`src/rtl/argmax_classifier_if.sv`:
```
// Start/result bundle between the output layer and the argmax classifier.
// The classifier connects through the slave modport; the consumer drives through master.
interface argmax_classifier_if #(
   parameter int DATAWIDTH      = 16,
   parameter int OUTPUT_NEURONS = 10,
   parameter int INDEX_WIDTH    = 4
);
   logic                                start;
   logic [DATAWIDTH*OUTPUT_NEURONS-1:0] layer_data;
   logic                                busy;
   logic                                done;
   logic [INDEX_WIDTH-1:0]              class_index;
   logic [DATAWIDTH-1:0]                class_value;

   modport master (
      output start, layer_data,
      input  busy, done, class_index, class_value
   );

   modport slave (
      input  start, layer_data,
      output busy, done, class_index, class_value
   );
endinterface

```
`src/rtl/argmax_classifier.sv`:
```
// Sequential argmax over the output layer: snapshot on start, one signed compare per clock,
// index/value of the largest element reported with a one-cycle done pulse.
//
// state | meaning
// IDLE  | waiting for start; start captures the layer bus and seeds best with element 0
// SCAN  | compares one snapshot element per cycle against the running best
// DONE  | one-cycle done pulse; class_index/class_value hold the final best
module argmax_classifier #(
   parameter int DATAWIDTH      = 16,
   parameter int OUTPUT_NEURONS = 10,
   parameter int INDEX_WIDTH    = 4
) (
   input logic                 clock,
   input logic                 reset,
   argmax_classifier_if.slave  bus
);
   typedef enum logic [1:0] {IDLE, SCAN, DONE} state_t;

   localparam logic [INDEX_WIDTH-1:0] LAST_IDX   = INDEX_WIDTH'(OUTPUT_NEURONS - 1);
   localparam logic [INDEX_WIDTH-1:0] FIRST_SCAN =
      (OUTPUT_NEURONS > 1) ? INDEX_WIDTH'(1) : INDEX_WIDTH'(0);

   state_t                       state, state_nxt;
   logic signed [DATAWIDTH-1:0]  snap [OUTPUT_NEURONS];
   logic signed [DATAWIDTH-1:0]  best_val, best_val_nxt, cur_val;
   logic [INDEX_WIDTH-1:0]       best_idx, best_idx_nxt;
   logic [INDEX_WIDTH-1:0]       scan_idx, scan_idx_nxt;
   logic [INDEX_WIDTH-1:0]       class_index_q, class_index_nxt;
   logic [DATAWIDTH-1:0]         class_value_q, class_value_nxt;
   logic                         busy_q, busy_nxt, done_q, done_nxt;
   logic                         capture;

   // Element select for the single comparator.
   always_comb begin
      cur_val = snap[0];
      for (int k = 1; k < OUTPUT_NEURONS; k++) begin
         if (scan_idx == INDEX_WIDTH'(k)) cur_val = snap[k];
      end
   end

   always_comb begin
      state_nxt       = state;
      capture         = 1'b0;
      best_val_nxt    = best_val;
      best_idx_nxt    = best_idx;
      scan_idx_nxt    = scan_idx;
      class_index_nxt = class_index_q;
      class_value_nxt = class_value_q;
      case (state)
         IDLE: begin
            if (bus.start) begin
               capture      = 1'b1;
               best_val_nxt = bus.layer_data[DATAWIDTH-1:0];
               best_idx_nxt = '0;
               scan_idx_nxt = FIRST_SCAN;
               if (OUTPUT_NEURONS > 1) begin
                  state_nxt = SCAN;
               end else begin
                  state_nxt       = DONE;
                  class_index_nxt = '0;
                  class_value_nxt = bus.layer_data[DATAWIDTH-1:0];
               end
            end
         end
         SCAN: begin
            // Strict greater-than keeps the lowest index on ties.
            if (cur_val > best_val) begin
               best_val_nxt = cur_val;
               best_idx_nxt = scan_idx;
            end
            if (scan_idx == LAST_IDX) begin
               state_nxt       = DONE;
               class_index_nxt = best_idx_nxt;
               class_value_nxt = best_val_nxt;
            end else begin
               scan_idx_nxt = scan_idx + INDEX_WIDTH'(1);
            end
         end
         DONE:    state_nxt = IDLE;
         default: state_nxt = IDLE;
      endcase
      busy_nxt = (state_nxt != IDLE);
      done_nxt = (state_nxt == DONE);
   end

   always_ff @(posedge clock or posedge reset) begin
      if (reset) begin
         state         <= IDLE;
         best_val      <= '0;
         best_idx      <= '0;
         scan_idx      <= '0;
         class_index_q <= '0;
         class_value_q <= '0;
         busy_q        <= 1'b0;
         done_q        <= 1'b0;
         for (int k = 0; k < OUTPUT_NEURONS; k++) snap[k] <= '0;
      end else begin
         state         <= state_nxt;
         best_val      <= best_val_nxt;
         best_idx      <= best_idx_nxt;
         scan_idx      <= scan_idx_nxt;
         class_index_q <= class_index_nxt;
         class_value_q <= class_value_nxt;
         busy_q        <= busy_nxt;
         done_q        <= done_nxt;
         if (capture) begin
            for (int k = 0; k < OUTPUT_NEURONS; k++)
               snap[k] <= bus.layer_data[DATAWIDTH*k +: DATAWIDTH];
         end
      end
   end

   assign bus.busy        = busy_q;
   assign bus.done        = done_q;
   assign bus.class_index = class_index_q;
   assign bus.class_value = class_value_q;
endmodule

```
`src/flat_wrapper.sv`:
```
// flat-port wrapper written by rule: the top's interface ports become plain ports
module argmax_classifier_flat 
#(
   parameter int DATAWIDTH      = 16,
   parameter int OUTPUT_NEURONS = 10,
   parameter int INDEX_WIDTH    = 4
)
  (clock, reset, bus_start, bus_layer_data, bus_busy, bus_done, bus_class_index, bus_class_value);
  argmax_classifier_if #(.DATAWIDTH(DATAWIDTH), .OUTPUT_NEURONS(OUTPUT_NEURONS), .INDEX_WIDTH(INDEX_WIDTH)) bus_i ();
  input logic clock;
  input logic reset;
  input wire logic [$bits(bus_i.start)-1:0] bus_start;
  input wire logic [$bits(bus_i.layer_data)-1:0] bus_layer_data;
  output wire logic [$bits(bus_i.busy)-1:0] bus_busy;
  output wire logic [$bits(bus_i.done)-1:0] bus_done;
  output wire logic [$bits(bus_i.class_index)-1:0] bus_class_index;
  output wire logic [$bits(bus_i.class_value)-1:0] bus_class_value;
  assign bus_i.start = bus_start;
  assign bus_i.layer_data = bus_layer_data;
  assign bus_busy = bus_i.busy;
  assign bus_done = bus_i.done;
  assign bus_class_index = bus_i.class_index;
  assign bus_class_value = bus_i.class_value;
  argmax_classifier #(.DATAWIDTH(DATAWIDTH), .OUTPUT_NEURONS(OUTPUT_NEURONS), .INDEX_WIDTH(INDEX_WIDTH)) u_core (.clock(clock), .reset(reset), .bus(bus_i));
endmodule
```
`config.mk`:
```
export PLATFORM = sky130hd
export DESIGN_NAME = argmax_classifier_flat
export DESIGN_NICKNAME = d
export VERILOG_FILES = /design/src/rtl/argmax_classifier_if.sv /design/src/rtl/argmax_classifier.sv /design/src/flat_wrapper.sv
export SDC_FILE = /design/constraint.sdc
export NUM_CORES = 1
export LEC_CHECK = 0
export BUFFER_PORTS_ARGS = -buffer_cell sky130_fd_sc_hd__buf_2
export CAP_MARGIN = 30
export CORE_MARGIN = 2
export CORE_UTILIZATION = 30
export CTS_CLUSTER_DIAMETER = 50
export DETAILED_ROUTE_END_ITERATION = 10
export MAX_ROUTING_LAYER = met4
export PLACE_DENSITY = 0.44
export SLEW_MARGIN = 20
export SYNTH_ARGS = -nofsm -noshare
export SYNTH_HDL_FRONTEND = slang
export SYNTH_SLANG_ARGS = --single-unit
export TNS_END_PERCENT = 50
```
`constraint.sdc`:
```
create_clock -name clock -period 11.8 [get_ports clock]
set_input_delay 0.59 -clock clock [delete_from_list [all_inputs] [get_ports clock]]
set_output_delay 0.59 -clock clock [all_outputs]
set_load 0.1 [all_outputs]
```
== Word-level counts from Yosys, hierarchy flattened ==
Index checks and enable logic that the tools add are counted.
Widths: inputs -> output; s select.
Operators by class
  add/subtract/negate cells: 1
  $lt $le $gt $ge: 1
  equality and inequality tests: 13
  muxes and demuxes: 23
  reductions and logical operators: 6
Operator list (number)
  $mux 16: 11
  $pmux 16 s2: 1
  $eq 4x3->1 const B: 4
  $gt 16x16->1: 1
  $mux 4: 4
  $pmux 4 s2: 2
  $eq 4x2->1 const B: 2
  $eq 4x4->1 const B: 2
  $add 4x1->4 const B: 1
  $eq 4x1->1 const B: 1
  $mux 2: 2
  $ne 2x2->1 const B: 2
  $pmux 2 s2: 1
  $reduce_and 2->1: 2
  $reduce_bool 2->1: 2
  $reduce_and 3->1: 1
  $eq 2x1->1 const B: 1
  $eq 2x2->1 const B: 1
  $logic_not 2->1: 1
  $mux 1: 2
Word-level totals
  register bits: 208
  output and inout port bits: 22
  word-level logic and storage cells: 62

== Logic depth before layout (Yosys ltp) ==
  depth after elaboration: 13
  gate-level depth with buffers: 19
  depth with buffers taken out: 14

== Worst setup path after synthesis ==
No wires, ideal clock.
  path kind: reg-to-reg
  from: register u_core.scan_idx[0]
  to: register u_core.best_val[15]
  arrival: 3.802 ns
  slack: 7.872 ns
  stages on the path, launching flop included: 19
  buffers on the path: 5
  clock period less this slack: 3.928 ns
  cell sequence: dfrtp_1 -> inv_1 -> ha_1 -> clkbuf_1 -> o21ai_1 -> clkbuf_1 -> o221ai_1 -> a21o_1 -> o22ai_1 -> ha_1 -> a211o_1 -> a21oi_1 -> a31oi_1 -> o31a_1 -> buf_6 -> and2_4 -> buf_6 -> buf_6 -> a221o_1
On the way
  cells in the longest elaborated chain, start to end: 13
  elaborated cells between the ends (all ways): 21
RTL lines
  from (decl): line argmax_classifier.sv:27  | logic [INDEX_WIDTH-1:0] scan_idx, scan_idx_nxt;
  from (signal assigned): line argmax_classifier.sv:101  | scan_idx <= scan_idx_nxt;
  $eq 4x1->1: line argmax_classifier.sv:37  | if (scan_idx == INDEX_WIDTH'(k)) cur_val = snap[k];
  $mux 16 (8 in a row): line argmax_classifier.sv:37
  $mux 16 *: line argmax_classifier.sv:37
  $gt 16x16->1: line argmax_classifier.sv:67  | if (cur_val > best_val) begin
  $mux 16 *: line argmax_classifier.sv:67
  $pmux 16 s2 *: line argmax_classifier.sv:49  | case (state)
  to (signal assigned): line argmax_classifier.sv:99  | best_val <= best_val_nxt;
  to (decl): line argmax_classifier.sv:25  | logic signed [DATAWIDTH-1:0] best_val, best_val_nxt, cur_val;
Mark *: on every way between the ends. The rest lies on a longest branch, timed or not.
A chain may end at the register's enable or synchronous reset.

== Worst setup path after layout ==
  from: register u_core.scan_idx[1]
  to: register u_core.best_val[5]
Same word-level chain as after synthesis.

==> results by group <==
GRT
  – Initial antenna violation count: 0
  – Overall global routing resource usage: 0.206
  – Number of global-route vias before repair: 9006
  – First-pass GRT wire length: 54300 um
  – Gr ovfl total: 0
  – Largest net degree at the start of global routing: 91

Run
  – Max Cap Viol: 0

Finish
  – Commonest non-fill, non-tap cells in the layout: nand2_1 (500), dfrtp_1 (208), buf_2 (184), nor2_1 (51), o21ai_0 (42)
  – Nets: 1527
  – Layout Cells excl Fill: 1816
  – Area grow syn2layout: 23.7%
  – Ratio of cells with drive above 1 in the final layout: 0.202
  – Most common cell after layout, fill and taps aside: nand2_1
  – Ant diodes: 0
  – Post-Layout Inst Area: 12500 um^2

Detailed routing
  – DRT iter0 DRCs: 649
  – Final wirelength: 35300 um
  – WL/cell: 19.4 um
  – Vias/cell: 4.91
  – First drt pass iteration count: 5
  – Antenna viol nets, final: 0
  – Vias: 8920
  – DRC: 0

Timing
  – Final hold violations: 0
  – Final hold slack: 0.0893 ns
  – Final Worst Setup Slack: 6.25 ns
  – RSZ-0062 raised after global routing: false
  – Slew Limit Headroom: 0.388
  – Tmin final: 5.55 ns
  – Worst Clk Skew: 0.00993 ns
  – Max-slew violations: 0
  – Worst slew pin tran: 0.918 ns
  – Fin crit share: 0.471
  – Setup TNS: 0 ns
  – Peak Freq: 0.180 GHz
  – Final setup fails: 0

Synthesis
  – Syn Area/Cell: 8.52 um^2
  – Cell count after synthesis: 1187
  – Cell area after synthesis: 10100 um^2
  – Synth warn: 0
  – #FFs+latches synth: 208
  – Post-synthesis adder-cell area fraction: 0.0247
  – EDFF count, synth: 0
  – Synth Flop Type: dfrtp_1
  – Synth cell types: 51
  – Compound-gate portion of the synthesized area: 0.148
  – Area leader, netlist: dfrtp_1
  – Simple-gate share of the synthesized area: 0.252
  – Largest family of logic cells by synthesized area: simple AND/OR/NAND/NOR gates
  – Seq/Total Area, Yosys: 0.515
  – Synth Area in XOR/XNOR: 0.00173
  – Post-synth top area share: 0.515
  – Synth async-reset ratio: 1.00
  – Synth area leaders: dfrtp_1 (51%), nand2_1 (19%), clkbuf_1 (2.5%), a221oi_1 (2.5%), ha_1 (2.5%)
  – Portion of netlist area occupied by mux cells: 0.0189
  – Mapped Nets: 1370

Status
  – Status: completed

Placement
  – Worst slack, placed: 6.31 ns
  – Final GP Congestion: 0.901
  – Placed inst area: 11400 um^2
  – Final HPWL DP: 26100 um
  – # port buffers: 184
  – Placed cells: 1755

Floorplan
  – Die X: 188 um
  – Num rows: 67
  – Starting Density: 0.303
  – Die Area: 35200 um^2
  – I/O pin cnt: 185
  – Die height: 188 um
  – Core area: 33400 um^2

Setup path
  – Startpoint types: flop
  – Worst r2r path cells: 14
  – CP max FO: 25
  – Crit path cell chain: inv_1 -> ha_1 -> inv_1 -> or3_1 -> a21oi_1 -> o22ai_1 -> o2bb2ai_1 -> ha_1 -> or3b_1 -> a211o_1 -> o31a_1 -> buf_4 -> o21ai_2 -> a221o_1
  – Worst path buffer plus inverter count: 3
  – Worst path top cell family by delay: compound AO/OA/AOI/OAI gates
  – CP endpoint kind: flop
  – Crit. path cell count: 14
  – Worst path arrival time: 6.03 ns
  – CP max stage cell: ha_1
  – Critical path type: reg -> reg
  – Worst path required time: 12.28 ns
  – Worst path max stage delay: 0.76 ns

Clock tree
  – Num CTS Buffers: 30
  – Post-cts gate resize count: 0
  – Root buffer cell: clkbuf_16
  – CTS clk-pin slew, worst paths: 0.06 ns
  – H-tree depth: 1
  – Setup Buffers After CTS: 0
  – Clock latency on the worst-skew pair: 0.55 ns
  – CTS tree: done
  – CTS Buffer Depth: 3
  – Post-CTS Hold Fix Bufs: 0
  – Clock sinks: 208

Pwr
  – Power Dens Cells: 378 nW/um^2
  – Max IR drop VDD: 0.319 mV
  – Static Leak: 6.66 nW

Worst hold path
  – Worst Hold Class: in -> async
[state kept, by name, summed over array words and instances, names as in the netlist]
name,count
u_core.snap,160
u_core.best_val,16
u_core.bus.class_value,16
u_core.best_idx,4
u_core.bus.class_index,4
u_core.scan_idx,4
u_core.state,2
u_core.bus.busy,1
u_core.bus.done,1
[synth_stat cells (all sizes together), types with 4 or more instances]
cell    count
a21o       31
a21oi      25
a221o      15
a221oi     29
a22o        4
and2        5
and3       15
buf         7
clkbuf     68
dfrtp     208
ha         20
inv        24
mux2i      18
nand2     501
nor2       52
nor2b      22
o21ai      45
o221ai     16
o22ai      18
o31ai      14
or2        16
[worst paths after layout]
path	startpoint	endpoint	slack [ns]
setup / recovery	u_core.scan_idx[1]	u_core.best_val[5]	6.25
hold / removal	reset	u_core.bus.class_value[3]	0.09
setup reg to reg	u_core.scan_idx[1]	u_core.best_val[5]	6.25
hold reg to reg	u_core.bus.class_value[11]	u_core.bus.class_value[11]	0.47
max in group asynchronous	reset	u_core.snap[38]	10.62
min in group clock	bus_layer_data[36]	u_core.snap[116]	0.23
[where the power goes]
| part | total [W] | internal, W | leakage (nW) | switching [W] |
|---|---|---|---|---|
| Sequential | 0.00139 | 0.00107 | 2.60 | 0.000318 |
| Clock | 0.000901 | 0.000545 | 0.494 | 0.000356 |
| Combinational | 0.00244 | 0.000884 | 3.57 | 0.00156 |
[final cells by class]
cell class	instances	area, um^2
flip-flops and latches	208	5200
multi-input cells	879	4530
well taps	448	561
inverters	25	101
clock buffers	37	818
repair buffers	200	1110
fillers	3550	20900
clock inverters	19	194
[per-stage QoR]
stage,power [W],util
2_1_floorplan,0.00316,-
3_3_place_gp,0.00379,0.341
3_5_place_dp,0.00381,0.342
4_1_cts,0.00473,0.373
5_1_grt,0.00508,0.375
6_report,0.00473,0.375
[layer usage]
metal	track usage	share of wire
met5	-	0
met4	0.0491	0.023
met3	0.0264	0.049
met2	0.304	0.43
met1	0.300	0.50
[worst reg2reg max path, stage by stage (launching register included)]
cell       delay, ns
dfrtp_1         0.46
inv_1           0.15
ha_1            0.76
inv_1           0.58
or3_1           0.49
a21oi_1         0.14
o22ai_1         0.13
o2bb2ai_1       0.22
ha_1            0.32
or3b_1          0.38
a211o_1         0.30
o31a_1          0.29
buf_4           0.25
o21ai_2         0.72
a221o_1         0.28
[kinds of logic (layout without fill, tap and decap cells)]
group | count (synthesis) | after routing
flops | 208 | 208
fa+ha+maj | 20 | 20
simple gates | 628 | 628
xor+xnor | 2 | 2
buf+inv | 100 | 281
compound gates | 210 | 210
mux | 19 | 19
No activity file was read; power rests on OpenSTA's default activity.
